### src/rtl/sprite_draw_sequencer.sv
// Feeds sprite bytes from the host command path to sprite_engine one draw at a time,
// chaining the cursor between bytes and wrapping it at the 640x400 framebuffer edges.
module sprite_draw_sequencer #(
  parameter int unsigned FIFO_DEPTH     = 16,
  parameter int unsigned TIMEOUT_CYCLES = 64
) (
  input  logic       clock_in,
  input  logic       reset_in,
  input  logic       set_cursor_valid_in,
  input  logic [9:0] set_cursor_x_in,
  input  logic [9:0] set_cursor_y_in,
  input  logic [9:0] draw_width_in,
  input  logic [1:0] color_mode_in,
  input  logic [3:0] color_pallet_offset_in,
  input  logic       sprite_begin_in,
  input  logic       sprite_end_in,
  input  logic       data_valid_in,
  input  logic [7:0] data_in,
  output logic       data_ready_out,
  output logic       busy_out,
  output logic       done_out,
  output logic       error_out,
  output logic [9:0] cursor_x_out,
  output logic [9:0] cursor_y_out,
  output logic       sprite_draw_enable_out,
  output logic       sprite_draw_data_valid_out,
  output logic [7:0] sprite_draw_data_out,
  output logic [9:0] cursor_start_x_position_out,
  output logic [9:0] cursor_start_y_position_out,
  output logic [9:0] draw_width_out,
  output logic [1:0] color_mode_out,
  output logic [3:0] color_pallet_offset_out,
  input  logic       cursor_end_position_valid_in,
  input  logic [9:0] cursor_end_x_position_in,
  input  logic [9:0] cursor_end_y_position_in
);

  localparam int unsigned PtrW = (FIFO_DEPTH > 1) ? $clog2(FIFO_DEPTH) : 1;
  localparam int unsigned CntW = $clog2(FIFO_DEPTH + 1);
  localparam int unsigned TmoW = $clog2(TIMEOUT_CYCLES + 1);

  typedef enum logic [2:0] {StIdle, StLoad, StStrobe, StGap, StDone} state_e;

  state_e            state_q, state_d;
  logic [7:0]        mem [FIFO_DEPTH];
  logic [PtrW-1:0]   wr_ptr_q, wr_ptr_d, rd_ptr_q, rd_ptr_d;
  logic [CntW-1:0]   count_q, count_d;
  logic [TmoW-1:0]   tmo_q, tmo_d;
  logic              open_q, open_d, gap_q, gap_d;
  logic              ready_q, ready_d, busy_q, busy_d, done_q, done_d, error_q, error_d;
  logic              enable_q, enable_d, dvalid_q, dvalid_d;
  logic [7:0]        data_q, data_d;
  logic [9:0]        cur_x_q, cur_x_d, cur_y_q, cur_y_d;
  logic [9:0]        start_x_q, start_x_d, start_y_q, start_y_d;
  logic [9:0]        width_q, width_d;
  logic [1:0]        mode_q, mode_d;
  logic [3:0]        pal_q, pal_d;
  logic              push, pop, flush;

  // Engine-returned cursor folded back into the framebuffer.
  logic        wrap_carry;
  logic [9:0]  wrap_x, wrap_y;
  logic [10:0] wrap_y11;
  assign wrap_carry = cursor_end_x_position_in >= 10'd640;
  assign wrap_x     = wrap_carry ? cursor_end_x_position_in - 10'd640 : cursor_end_x_position_in;
  assign wrap_y11   = {1'b0, cursor_end_y_position_in} + {10'd0, wrap_carry};
  assign wrap_y     = (wrap_y11 >= 11'd400) ? 10'd0 : wrap_y11[9:0];

  always_comb begin
    state_d   = state_q;
    open_d    = open_q;
    gap_d     = gap_q;
    tmo_d     = tmo_q;
    busy_d    = busy_q;
    enable_d  = enable_q;
    dvalid_d  = dvalid_q;
    data_d    = data_q;
    cur_x_d   = cur_x_q;
    cur_y_d   = cur_y_q;
    start_x_d = start_x_q;
    start_y_d = start_y_q;
    width_d   = width_q;
    mode_d    = mode_q;
    pal_d     = pal_q;
    done_d    = 1'b0;
    error_d   = 1'b0;
    pop       = 1'b0;
    flush     = 1'b0;
    push      = data_valid_in && ready_q;

    case (state_q)
      StIdle: begin
        if (set_cursor_valid_in) begin
          cur_x_d = set_cursor_x_in;
          cur_y_d = set_cursor_y_in;
        end
        if (sprite_begin_in) begin
          width_d  = draw_width_in;
          mode_d   = color_mode_in;
          pal_d    = color_pallet_offset_in;
          open_d   = 1'b1;
          busy_d   = 1'b1;
          enable_d = 1'b1;
          state_d  = StLoad;
        end
      end
      StLoad: begin
        if (count_q != '0) begin
          pop       = 1'b1;
          data_d    = mem[rd_ptr_q];
          start_x_d = cur_x_q;
          start_y_d = cur_y_q;
          dvalid_d  = 1'b1;
          tmo_d     = '0;
          state_d   = StStrobe;
        end else if (!open_q) begin
          state_d = StDone;
        end
      end
      StStrobe: begin
        if (cursor_end_position_valid_in) begin
          cur_x_d  = wrap_x;
          cur_y_d  = wrap_y;
          dvalid_d = 1'b0;
          gap_d    = 1'b0;
          state_d  = StGap;
        end else if (tmo_q == TmoW'(TIMEOUT_CYCLES - 1)) begin
          error_d  = 1'b1;
          flush    = 1'b1;
          open_d   = 1'b0;
          dvalid_d = 1'b0;
          state_d  = StDone;
        end else begin
          tmo_d = tmo_q + TmoW'(1);
        end
      end
      StGap: begin
        // Two low cycles so the engine's edge detector re-arms.
        if (gap_q) state_d = StLoad;
        else       gap_d   = 1'b1;
      end
      StDone: begin
        done_d   = 1'b1;
        busy_d   = 1'b0;
        enable_d = 1'b0;
        state_d  = StIdle;
      end
      default: state_d = StIdle;
    endcase

    if (sprite_end_in) open_d = 1'b0;

    if (flush) begin
      wr_ptr_d = '0;
      rd_ptr_d = '0;
      count_d  = '0;
    end else begin
      wr_ptr_d = wr_ptr_q + PtrW'(push);
      rd_ptr_d = rd_ptr_q + PtrW'(pop);
      count_d  = count_q + CntW'(push) - CntW'(pop);
    end
    ready_d = open_d && (count_d != CntW'(FIFO_DEPTH));
  end

  always_ff @(posedge clock_in) begin
    if (push && !flush) mem[wr_ptr_q] <= data_in;
  end

  always_ff @(posedge clock_in) begin
    if (reset_in) begin
      state_q   <= StIdle;
      wr_ptr_q  <= '0;
      rd_ptr_q  <= '0;
      count_q   <= '0;
      tmo_q     <= '0;
      open_q    <= 1'b0;
      gap_q     <= 1'b0;
      ready_q   <= 1'b0;
      busy_q    <= 1'b0;
      done_q    <= 1'b0;
      error_q   <= 1'b0;
      enable_q  <= 1'b0;
      dvalid_q  <= 1'b0;
      data_q    <= '0;
      cur_x_q   <= '0;
      cur_y_q   <= '0;
      start_x_q <= '0;
      start_y_q <= '0;
      width_q   <= '0;
      mode_q    <= '0;
      pal_q     <= '0;
    end else begin
      state_q   <= state_d;
      wr_ptr_q  <= wr_ptr_d;
      rd_ptr_q  <= rd_ptr_d;
      count_q   <= count_d;
      tmo_q     <= tmo_d;
      open_q    <= open_d;
      gap_q     <= gap_d;
      ready_q   <= ready_d;
      busy_q    <= busy_d;
      done_q    <= done_d;
      error_q   <= error_d;
      enable_q  <= enable_d;
      dvalid_q  <= dvalid_d;
      data_q    <= data_d;
      cur_x_q   <= cur_x_d;
      cur_y_q   <= cur_y_d;
      start_x_q <= start_x_d;
      start_y_q <= start_y_d;
      width_q   <= width_d;
      mode_q    <= mode_d;
      pal_q     <= pal_d;
    end
  end

  assign data_ready_out              = ready_q;
  assign busy_out                    = busy_q;
  assign done_out                    = done_q;
  assign error_out                   = error_q;
  assign cursor_x_out                = cur_x_q;
  assign cursor_y_out                = cur_y_q;
  assign sprite_draw_enable_out      = enable_q;
  assign sprite_draw_data_valid_out  = dvalid_q;
  assign sprite_draw_data_out        = data_q;
  assign cursor_start_x_position_out = start_x_q;
  assign cursor_start_y_position_out = start_y_q;
  assign draw_width_out              = width_q;
  assign color_mode_out              = mode_q;
  assign color_pallet_offset_out     = pal_q;

endmodule

### config.mk
export PLATFORM = sky130hd
export DESIGN_NAME = sprite_draw_sequencer
export DESIGN_NICKNAME = d
export VERILOG_FILES = /design/src/rtl/sprite_draw_sequencer.sv
export SDC_FILE = /design/constraint.sdc
export NUM_CORES = 1
export LEC_CHECK = 0
export ABC_CLOCK_PERIOD_IN_PS = 3200
export BUFFER_PORTS_ARGS = -buffer_cell sky130_fd_sc_hd__buf_2
export CORE_MARGIN = 1
export CORE_UTILIZATION = 46
export DETAILED_ROUTE_END_ITERATION = 6
export GPL_ROUTABILITY_DRIVEN = 0
export PLACE_DENSITY = 0.69
export RECOVER_POWER = 50
export SYNTH_ARGS = -nofsm -noshare
export SYNTH_HDL_FRONTEND = slang
export SYNTH_SLANG_ARGS = --single-unit
### constraint.sdc
create_clock -name clock_in -period 3.2 [get_ports clock_in]
set_clock_uncertainty 0.1 [all_clocks]
set_input_delay 0.64 -clock clock_in [delete_from_list [all_inputs] [get_ports clock_in]]
set_output_delay 0.64 -clock clock_in [all_outputs]
set_load 0.02 [all_outputs]
Word-level counts from Yosys, hierarchy flattened
Memories as Yosys holds them, arrays and structs flattened. A register that Yosys moved wholly into a read port is not among the register bits.
Index checks and enable logic that the tools add are counted.
{ "op_classes": {"n_addsub": 7, "n_lt_le_gt_ge": 2, "n_eq_ne": 15, "mux": 41, "reduce_logical": 19} }
{ "op_table": {"columns": ["operator", "count"], "rows": [
  ["two-way mux 10 bit", 6],
  ["one-hot mux 10 bit (2 select lines)", 2],
  ["two-way mux 7 bit", 3],
  ["two-way mux 3 bit", 6],
  ["two-way mux 1 bit", 17],
  ["!= test 2 bit (second input constant)", 7],
  ["one-hot mux 7 bit (2 select lines)", 1],
  ["one-hot mux 3 bit (4 select lines)", 1],
  ["adder 10 x 1 -> 11 bit", 1],
  [">= comparator 11 x 9 -> 1 bit (second input constant)", 1],
  [">= comparator 10 bit (second input constant)", 1],
  ["subtractor 10 bit (second input constant)", 1],
  ["adder 4 x 1 -> 4 bit", 2],
  ["one-hot mux 1 bit (2 select lines)", 4],
  ["AND reduction 2 bit", 4],
  ["AND reduction 4 bit", 2],
  ["nonzero test 2 bit", 4],
  ["adder 7 x 1 -> 7 bit (second input constant)", 1],
  ["== test 7 x 6 -> 1 bit (second input constant)", 1],
  ["== test 3 x 2 -> 1 bit (second input constant)", 2],
  ["!= test 3 bit (second input constant)", 2],
  ["AND reduction 3 bit", 2],
  ["adder 5 x 1 -> 5 bit", 1],
  ["two-way mux 5 bit", 1],
  ["other kinds (9)", 11]
]} }
{ "totals": {"reg_bits": 86, "mem_bits_rw": 128, "in_bits": 71, "out_inout_bits": 70, "elab_cells": 104, "memories": 1} }
{ "mem_list": {"columns": ["name", "depth", "word_bits", "rd", "rd_clocked_by_memory_dff", "write_ports", "line_no", "rtl"], "rows": [
  ["mem", 16, 8, 1, 1, 1, "45", "logic [7:0] mem [FIFO_DEPTH];"]
]} }

Longest topological paths before layout
Gate-level depths: netlist of the first run.
{ "logic_depth": {"ltp_word": 8, "mapped_depth": 16, "ltp_nobuf": 14} }

Worst setup path before layout of the first run
OpenSTA, ideal clock, no wires.
{ "synth_timing": {"kind": "reg-to-reg", "startpoint": "register state_q[2]", "endpoint": "register ready_q (netlist: data_ready_out)", "setup_ps": 129, "arrival_ps": 2884, "required_ps": 2971, "path_slack_ps": 86, "stages_incl_launch_ff": 16, "path_buffers": 3, "synth_period_minus_slack_ps": 3114, "cell_sequence": "dfxtp_1 > buf_6 > or3b_1 > or2_1 > buf_6 > inv_2 > buf_4 > ha_1 > inv_1 > ha_1 > fa_1 > a21oi_1 > o21bai_1 > xnor2_1 > nor4b_1 > a21boi_0"} }
{ "synth_via": {"elab_chain_cells": 6, "elab_cells_between_ends": 11, "classes_between": "add/sub: 1; eq/ne: 3; mux: 5; reduce/logical: 2"} }
{ "synth_lines": {"columns": ["element", "line_no", "rtl"], "rows": [
  ["from (decl)", "44", "state_e state_q, state_d;"],
  ["from (signal assigned)", "171", "state_q <= StIdle;"],
  ["from (signal assigned)", "193", "state_q <= state_d;"],
  ["== test 3 x 1 -> 1 bit", "91", "case (state_q)"],
  ["two-way mux 1 bit", "91", null],
  ["named net pop", "58", "logic push, pop, flush;"],
  ["subtractor 5 x 1 -> 5 bit", "160", "count_d = count_q + CntW'(push) - CntW'(pop);"],
  ["two-way mux 5 bit", "153", "if (flush) begin"],
  ["!= test 5 bit", "162", "ready_d = open_d && (count_d != CntW'(FIFO_DEPTH));"],
  ["logical AND 1 bit", "162", null],
  ["to (signal assigned)", "200", "ready_q <= ready_d;"],
  ["to (decl)", "50", "logic ready_q, ready_d, busy_q, busy_d, done_q, done_d, error_q, error_d;"]
]} }
The timed path passes the listed nets, and every way through them passes these cells.
A chain may end at the register's enable or synchronous reset.

Worst setup path after layout of the first run
{ "layout_timing": {"startpoint": "register state_q[1]", "endpoint": "register cur_y_q[4] (netlist: cursor_y_out[4])"} }
{ "layout_via": {"elab_chain_cells": 3, "elab_cells_between_ends": 7, "classes_between": "eq/ne: 3; mux: 1; reduce/logical: 3"} }
{ "layout_lines": {"columns": ["element", "line_no", "rtl"], "rows": [
  ["== test 3 x 2 -> 1 bit or zero test 3 bit (tied branches)", "91", null],
  ["!= test 2 bit (no line) or nonzero test 2 bit (tied branches)", null, null],
  ["AND reduction 3 bit (no line)", null, null],
  ["to (signal assigned)", "208", "cur_y_q <= cur_y_d;"],
  ["to (decl)", "53", "logic [9:0] cur_x_q, cur_x_d, cur_y_q, cur_y_d;"]
]} }
Parallel ways exist; a longest one is shown, timed or not.

==> results.toml, run 1 <==
[critical_path]
criticalPathCategory = "register to register"
cp-startpoint = "state_q[1]"
reg2reg_slack_ns = 0.28
critPathMaxFanout = 27
worstReg2RegEnd = "cursor_y_out[4]"
critPathCapture = "cursor_y_out[4]"
worstPathRequired_ns = 3.49
crit_arrival_ns = 3.20
r2r-start = "state_q[1]"
start_kind = "register"
worst-r2r-cell-count = 7
critPathCaptureType = "register"

[yosys]
synth.top_cell.area_share_pct = 42.35
synth_most_common_cell = "edfxtp_1"
ys.flop_type = "edfxtp_1"
synth.yosys.warnings = 0
syn-num-nets = 802
postSynthCellCount = 716
yosys-top-cells-count = "edfxtp_1 (128), nand2_1 (99), dfxtp_1 (94), a21oi_1 (77), nor2_1 (58)"
synth_area_leader_cell = "edfxtp_1"
post_synth_main_area_contributors = "edfxtp_1 (42%), dfxtp_1 (21%), mux4_2 (7.9%)"
synthArstFlopShare_pct = 0
syn-mean-instance-area_um2 = 12.67
ys_types = 61
mappedNetlistArea_um2 = 9075
ys_seq_area_share_pct = 63.09
ys_ff_latch = 222
synth_edf_count = 128

[cells_and_area]
final_net_count = 944
antenna_cells = 0
fillers = 1671
synthToLayoutAreaGrowth_pct = 17.18
final_core_util_pct = 54.82
drive_gt1_share_pct = 17.71

[floorplanning]
io-pin-count = 141
die_x_um = 142.5
row_count = 51
die_y_um = 142.5
core_area_um2 = 19400
dieArea_um2 = 20290
start_util_pct = 46.78

[routing]
drc = 0
ant_nets = 0
via_per_inst = 5.380
drt_iter0_drc = 321
num_vias = 6133
totalWireLength_um = 20030
dr.pass1.iters = 5
wl_per_cell_um = 17.57

[place]
dp_hpwl_um = 13230
port_buffers = 140

[grt]
grt_util_all_layers_pct = 19.33
overflow = 0
grt_pass1_vias = 5753
grt_antenna_before_repair = 0
grt_pass1_wl_um = 30300
grt_max_degree = 43

[clock_tree]
clock_latency_ns = 0.50
clockRootBuffer = "clkbuf_16"
clockBufferDepth = 3
clock_sinks = 222
path_clk_slew_ns = 0.06
htreeDepth = 1
cts_buffers = 23
cts_setup_buffers = 0
tritoncts = "done"

[timing]
fmax_mhz = 342.8
setup_viol = 0
relSlewSlack_pct = 21.26
setup_tns_ns = 0
min_period_ns = 2.917
rsz0062_at_grt = "false"
hold_viol = 0
drv_slew = 0
min_period_over_period_pct = 91.16
tightest_slew_ns = 1.181

[power]
power_uw = 8226
leakagePower_uw = 0.003616
ir_drop_v = 0.0003667
powerDensity_nw_per_um2 = 773.6

[min_path]
hp-class = "input port to register"

[status]
status = "completed"

[job]
maxCapViolations = 0
## worst min-delay path by stage
stage,to,cells past startpoint,from
finish,open_q,2,sprite_end_in
global route,open_q,2,sprite_end_in
CTS,open_q,2,sprite_end_in
detailed placement,tmo_q[6],2,tmo_q[6]
global placement,tmo_q[6],2,tmo_q[6]
floorplan,tmo_q[6],2,tmo_q[6]
## registers in the layout, indices dropped and copies added (netlist names), 2 cells and up
signal                       count
mem                            128
cursor_start_x_position_out     10
cursor_start_y_position_out     10
cursor_x_out                    10
cursor_y_out                    10
draw_width_out                  10
sprite_draw_data_out             8
tmo_q                            7
count_q                          5
color_pallet_offset_out          4
rd_ptr_q                         4
wr_ptr_q                         4
state_q                          3
color_mode_out                   2
## kinds of logic after synthesis
family	after synthesis	share of synthesized area, %
AOI/OAI and AO/OA	140	9.706
xor gates and xnor gates	18	1.737
adders and majority gates	15	2.151
buffers and inverters	54	2.923
DFF	222	63.09
muxes	35	8.341
and+or+nand+nor	232	12.05
## worst max-delay path, cell delays in order, from the launching register on
cell	delay, ns
dfxtp_1	0.32
clkbuf_1	0.33
mux2_2	0.24
and2_1	0.22
clkbuf_1	0.84
nor2_1	0.13
or3_1	0.37
o41ai_1	0.26
## where the power goes
part           switching [uW]  internal, uW  leakage [uW]
registers                 207          3300       0.00192
clock network            1040          1400      0.000335
logic                    1430           847       0.00136
## area by class of cell
class	count	area, um^2	share of cell area, %
timing repair buffer	161	760.7	7.154
clock inverter	14	92.59	0.8707
clock buffer	28	594.3	5.589
multi-input combinational	440	3090	29.06
inverter	10	37.54	0.3530
sequential	222	5727	53.85
tap	265	331.6	3.118
## cell usage in the layout, fill, tap and decap left out, types with 16 or more instances in the layout
cell | synthesis | final
clkbuf_16 | 0 | 23
buf_2 | 8 | 61
a21oi_1 | 77 | 77
a22oi_1 | 16 | 16
nor2_1 | 58 | 58
mux4_2 | 32 | 32
buf_4 | 6 | 17
dfxtp_1 | 94 | 93
clkbuf_1 | 20 | 87
edfxtp_1 | 128 | 128
nand2_1 | 99 | 99
## layer usage
metal | GRT usage [%] | wire length [um] | vias up
met5 | 0 | 0 | -
li1 | - | - | 2933
met3 | 3.903 | 1255 | 27
met4 | 6.055 | 315 | 0
met2 | 32.22 | 9621 | 204
met1 | 25.36 | 8835 | 2969
## per-stage QoR
step / cell area, um^2 / worst slack, ns / hold slack, ns / instances
final: 10630 / 0.2827 / 0.2316 / 1140
after global routing: 10630 / 0.05060 / 0.2317 / 1140
after CTS: 10740 / 0.1851 / 0.2200 / 1140
after detailed placement: 10050 / 0.2253 / 0.3382 / 1098
after global placement: 10050 / 0.3559 / 0.3313 / 1098
after floorplan: 9075 / 0.08646 / 0.3192 / 716
## timing repair
action / in CTS / in global routing
resized for setup: 0 / 1
endpoints found under the setup margin: 0 / 1
endpoints found under the hold margin: 0 / 0
hold buffers: 0 / 0
No activity file was read; power rests on OpenSTA's default activity.
==> run 2: changes to the inputs <==
--- a/config.mk
+++ b/config.mk
@@ -12,7 +12,7 @@
 export DETAILED_ROUTE_END_ITERATION = 6
 export GPL_ROUTABILITY_DRIVEN = 0
 export PLACE_DENSITY = 0.69
-export RECOVER_POWER = 50
+export RECOVER_POWER = 100
 export SYNTH_ARGS = -nofsm -noshare
 export SYNTH_HDL_FRONTEND = slang
 export SYNTH_SLANG_ARGS = --single-unit
==> run 2 against run 1 <==
  * Routed wire length down 0.22%
  * Fmax down 0.13%
  * Flip-flop and latch count unchanged
  * Die area unchanged
  * Combinational power about the same
  * Final cell count unchanged
  * Design area down 0.47%
  * Non-clock buffer count unchanged
  * First-iteration DRC count down 5.9%
  * Largest cell class unchanged
==> results.toml, run 2 (synthesized netlist as in run 1, its figures left out) <==
[job]
maxCapViolations = 0

[timing]
relSlewSlack_pct = 21.55
tightest_slew_ns = 1.177
min_period_over_period_pct = 91.28
fmax_mhz = 342.4
setup_viol = 0
rsz0062_at_grt = "false"
hold_viol = 0
drv_slew = 0
min_period_ns = 2.921
setup_tns_ns = 0

[power]
p_clk_share_pct = 29.7
p_int_uw = 5535
switchingPower_uw = 2670
sequentialPowerShare_pct = 42.8
swShare_pct = 32.54
powerDensity_nw_per_um2 = 775.2
ir_drop_v = 0.0003652
leakagePower_uw = 0.003568
pwr-share-comb_pct = 27.5

[clock_tree]
clock_latency_ns = 0.50
clock_sinks = 222
clockBufferDepth = 3
cts_hold_buf = 0
htreeDepth = 1
tritoncts = "done"
path_clk_slew_ns = 0.06
cts_buffers = 23
clockRootBuffer = "clkbuf_16"

[grt]
grt_antenna_before_repair = 0
grt_max_degree = 43
top_usage_layer = "met2"
grt_util_all_layers_pct = 19.33
overflow = 0
grt_pass1_vias = 5753
grtUsageMet1_pct = 25.36
met2_usage_pct = 32.22
met3_usage_pct = 3.903
grt_pass1_wl_um = 30300

[floorplanning]
io-pin-count = 141
core_area_um2 = 19400
die_y_um = 142.5
start_util_pct = 46.78
dieArea_um2 = 20290
die_x_um = 142.5
row_count = 51

[cells_and_area]
final_cell_count_no_fill = 1140
largest_reg_flops = 128
antenna_cells = 0
final_common_cell = "edfxtp_1"
fillers = 1677
final_net_count = 944
synthToLayoutAreaGrowth_pct = 16.63
drive_gt1_share_pct = 16.00
layout_common_cells = "edfxtp_1 (128), nand2_1 (99), clkbuf_1 (96)"
largest-register = "mem"

[routing]
via_per_inst = 5.376
dr.pass1.iters = 7
totalWireLength_um = 19980
ant_nets = 0
num_vias = 6129
drt_iter0_drc = 302
drc = 0
wl_per_cell_um = 17.53

[critical_path]
r2r-start = "state_q[1]"
reg2reg_slack_ns = 0.28
crit_arrival_ns = 3.21
critPathMaxFanout = 27
worst-r2r-cell-count = 7
cpMaxStageDelayCell = "clkbuf_1"
critPathMostFrequentCell = "clkbuf_1"
crit_path_cell_trace = "clkbuf_1 -> mux2_2 -> and2_1 -> clkbuf_1 -> nor2_1 -> or3_1 -> o41ai_1"
worstReg2RegEnd = "cursor_y_out[4]"
crit_path_max_incr_delay_ns = 0.84
criticalPathCategory = "register to register"
critPathCaptureType = "register"
path_buf_inv = 2
worstPathRequired_ns = 3.49
crit_family = "buffers and inverters"
start_kind = "register"
cp.depth = 7

[place]
dp_hpwl_um = 13230
dp.cells = 1098
port_buffers = 140

[min_path]
hp-class = "input port to register"
hold-path-endpoint = "open_q"
hold_depth = 2
hold_start = "sprite_end_in"

[status]
status = "completed"
==> run 2: layout make-up <==
type                    instances  area (um^2)  share of cell area [%]
multi-input cells             440         3074                   29.05
repair buffers                161        726.9                   6.868
inverters                      10        37.54                  0.3547
clock inverters                14        92.59                  0.8748
flip-flops and latches        222         5727                   54.11
well taps                     265        331.6                   3.133
clock buffers                  28        594.3                   5.615
==> run 2: worst register-to-register path, delay by kind of cell, from the launching register on <==
kind / cells / cell delay [ns]
buffers and inverters: 2 / 1.17
and+or+nand+nor: 3 / 0.73
DFF: 1 / 0.32
AOI/OAI and AO/OA: 1 / 0.26
muxes: 1 / 0.24
==> run 2: per-layer routing <==
layer  vias to the layer above  wire length (um)
met5                         -                 0
met4                         0               308
met2                       190              9616
met3                        24              1181
met1                      2981              8876
li1                       2934                 -
==> run 2: power groups by stage <==
stage	registers (uW)	logic (uW)	clock network, uW
2_1_floorplan	3770	1470	0
3_3_place_gp	3540	2320	0
3_5_place_dp	3560	2340	0
4_1_cts	3500	2350	2480
5_1_grt	3540	2500	2590
6_report	3510	2260	2440
==> run 2: worst max path at each step <==
stage                from         endpoint
3_3_place_gp   count_q[3]   data_ready_out
4_1_cts        count_q[3]   data_ready_out
2_1_floorplan  state_q[2]   data_ready_out
6_report       state_q[1]  cursor_y_out[4]
5_1_grt        count_q[3]   data_ready_out
3_5_place_dp   count_q[3]   data_ready_out
==> run 2: per-stage QoR <==
step / setup slack (ns) / area, um^2 / utilization [%] / power [uW] / hold slack (ns)
CTS: 0.1851 / 10740 / 55.35 / 8324 / 0.2200
floorplan: 0.08646 / 9075 / - / 5241 / 0.3192
global placement: 0.3559 / 10050 / 51.81 / 5861 / 0.3313
finish: 0.2791 / 10580 / 54.56 / 8205 / 0.2322
global route: 0.04406 / 10580 / 54.56 / 8629 / 0.2317
detailed placement: 0.2253 / 10050 / 51.81 / 5892 / 0.3382
==> run 2: timing repair <==
action	4_1_cts	5_1_grt
gates resized for setup	0	1
buffers inserted	0	0
hold endpoints to repair	0	0
endpoints found under the setup margin	0	1
==> run 3: changes to the inputs <==
--- a/config.mk
+++ b/config.mk
@@ -8,10 +8,10 @@
 export ABC_CLOCK_PERIOD_IN_PS = 3200
 export BUFFER_PORTS_ARGS = -buffer_cell sky130_fd_sc_hd__buf_2
 export CORE_MARGIN = 1
-export CORE_UTILIZATION = 46
+export CORE_UTILIZATION = 26
 export DETAILED_ROUTE_END_ITERATION = 6
 export GPL_ROUTABILITY_DRIVEN = 0
-export PLACE_DENSITY = 0.69
+export MAX_ROUTING_LAYER = met4
 export RECOVER_POWER = 100
 export SYNTH_ARGS = -nofsm -noshare
 export SYNTH_HDL_FRONTEND = slang
==> run 3 against run 2 <==
  * Core utilization shrank 23 points
  * Global-route usage shrank 6.9 points
  * Fmax grew 4.5%
  * Via count shrank 0.73%
  * Hold slack lost 0.029 ns
  * Count of clock-buffer cells in the layout shrank 3
  * Highest routed layer unchanged
  * Routed wire length grew 9.8%
  * Clock power grew 23%
  * Sequential share of layout area shrank 1.9 points
  * Sequential power is essentially flat
  * Critical path type unchanged
  * Die area grew 76%
  * Combinational power is essentially flat
==> results.toml, run 3 (synthesized netlist as in run 1, its figures left out) <==
[status]
status = "completed"

[timing]
fmax_mhz = 357.8
rsz0062_at_grt = "false"
relSlewSlack_pct = 16.36
tightest_slew_ns = 1.255
min_period_over_period_pct = 87.33
drv_slew = 0
min_period_ns = 2.795
setup_viol = 0
setup_tns_ns = 0
hold_viol = 0

[routing]
ant_nets = 0
via_per_inst = 4.568
drc = 0
dr.pass1.iters = 5
wl_per_cell_um = 16.47
drt_iter0_drc = 344
num_vias = 6084
totalWireLength_um = 21940

[cells_and_area]
fillers = 3503
final_core_util_pct = 31.86
layout_common_cells = "edfxtp_1 (128), nand2_1 (99), clkbuf_1 (93), dfxtp_1 (93), a21oi_1 (78)"
final_net_count = 946
largest_reg_flops = 128
antenna_cells = 0
synthToLayoutAreaGrowth_pct = 20.97
drive_gt1_share_pct = 16.88
final_common_cell = "edfxtp_1"
largest-register = "mem"

[grt]
grt_pass1_vias = 6057
grt_util_all_layers_pct = 12.38
grt_antenna_before_repair = 0
overflow = 0
grt_max_degree = 43
grt_pass1_wl_um = 33800

[min_path]
hp-class = "input port to register"
hold_start = "sprite_end_in"
hold_depth = 2
hold-path-endpoint = "open_q"

[job]
maxCapViolations = 0

[power]
p_int_uw = 5953
ir_drop_v = 0.0003609
switchingPower_uw = 2826
swShare_pct = 32.19
pwr-share-comb_pct = 25.9
powerDensity_nw_per_um2 = 799.7
sequentialPowerShare_pct = 40.0
leakagePower_uw = 0.003648
p_clk_share_pct = 34.1

[clock_tree]
path_clk_slew_ns = 0.06
clockBufferDepth = 3
htreeDepth = 1
clock_latency_ns = 0.52
cts_setup_buffers = 0
tritoncts = "done"
cts_hold_buf = 0
clock_sinks = 222
cts_buffers = 23
clockRootBuffer = "clkbuf_16"

[floorplanning]
die_y_um = 188.8
core_area_um2 = 34460
start_util_pct = 26.34
io-pin-count = 141
die_x_um = 188.8
dieArea_um2 = 35650
row_count = 68

[critical_path]
start_kind = "register"
reg2reg_slack_ns = 0.41
critPathCaptureType = "register"
critPathMaxFanout = 2
crit_arrival_ns = 3.09
r2r-start = "count_q[2]"
worstPathRequired_ns = 3.49
worst-r2r-cell-count = 14
criticalPathCategory = "register to register"
worstReg2RegEnd = "data_ready_out"

[place]
dp_hpwl_um = 15050
port_buffers = 140
-- run 3: cell count changes in the layout (fill, tap and decap cells not counted), moves of 2 or more --
cell / delta
clkinv_1: -6
bufinv_16: +5
clkbuf_1: -3
and2_0: +2
and2_1: -2
clkbuf_2: +2
-- run 3: critical path, cell delays in order (launching register included) --
cell and delay, ns:
dfxtp_1 0.32, inv_1 0.08, ha_1 0.14, nor4b_2 0.21
or2_1 0.15, inv_1 0.05, ha_1 0.26, inv_1 0.04
ha_1 0.19, fa_1 0.41, a21oi_1 0.16, o21bai_1 0.08
xnor2_1 0.15, nor4b_1 0.23, a21boi_0 0.11
-- run 3: through the flow --
| stage | power [uW] | instance area, um^2 | cells | setup WS [ns] | hold slack (ns) |
|---|---|---|---|---|---|
| 4_1_cts | 8941 | 11160 | 1332 | 0.2753 | 0.1958 |
| 5_1_grt | 9231 | 10980 | 1332 | 0.04425 | 0.2023 |
| 3_5_place_dp | 5950 | 10300 | 1290 | 0.2856 | 0.3322 |
| 2_1_floorplan | 5241 | 9075 | 716 | 0.08646 | 0.3192 |
| 6_report | 8779 | 10980 | 1332 | 0.4054 | 0.2035 |
| 3_3_place_gp | 5904 | 10300 | 1290 | 0.3198 | 0.3306 |
-- run 3: routing by layer --
metal	routed length, um	global-route usage, %	up-vias
li1	-	-	2937
met1	10080	16.45	2960
met2	10360	19.75	155
met3	978	1.322	32
met4	527	4.001	0
met5	0	-	-
-- run 3: worst max path at each step --
| stage | from | to | slack [ns] | depth (start not counted) |
|---|---|---|---|---|
| floorplan | state_q[2] | data_ready_out | 0.09 | 15 |
| global placement | count_q[3] | data_ready_out | 0.32 | 14 |
| detailed placement | count_q[2] | data_ready_out | 0.29 | 14 |
| CTS | count_q[3] | data_ready_out | 0.28 | 14 |
| global route | count_q[3] | data_ready_out | 0.04 | 14 |
| finish | count_q[2] | data_ready_out | 0.41 | 14 |
-- run 3: area by class of cell --
type / count / area, um^2 / area share [%]
clock buffer: 25 / 583.1 / 5.311
clock inverter: 17 / 272.8 / 2.485
inverter: 10 / 37.54 / 0.3419
multi-input combinational: 440 / 3052 / 27.80
sequential: 222 / 5727 / 52.17
tap: 455 / 569.3 / 5.186
timing repair buffer: 163 / 737.0 / 6.713
-- run 3: power by group through the flow --
stage,logic [uW],clock network (uW),registers [uW]
floorplan,1470,0,3770
CTS,2400,3040,3500
detailed placement,2390,0,3560
finish,2280,2990,3510
global placement,2350,0,3550
global route,2520,3160,3550
-- run 3: repair_timing --
action	4_1_cts	5_1_grt
setup endpoints to repair	0	1
resized for setup	0	1
endpoints found under the hold margin	0	0
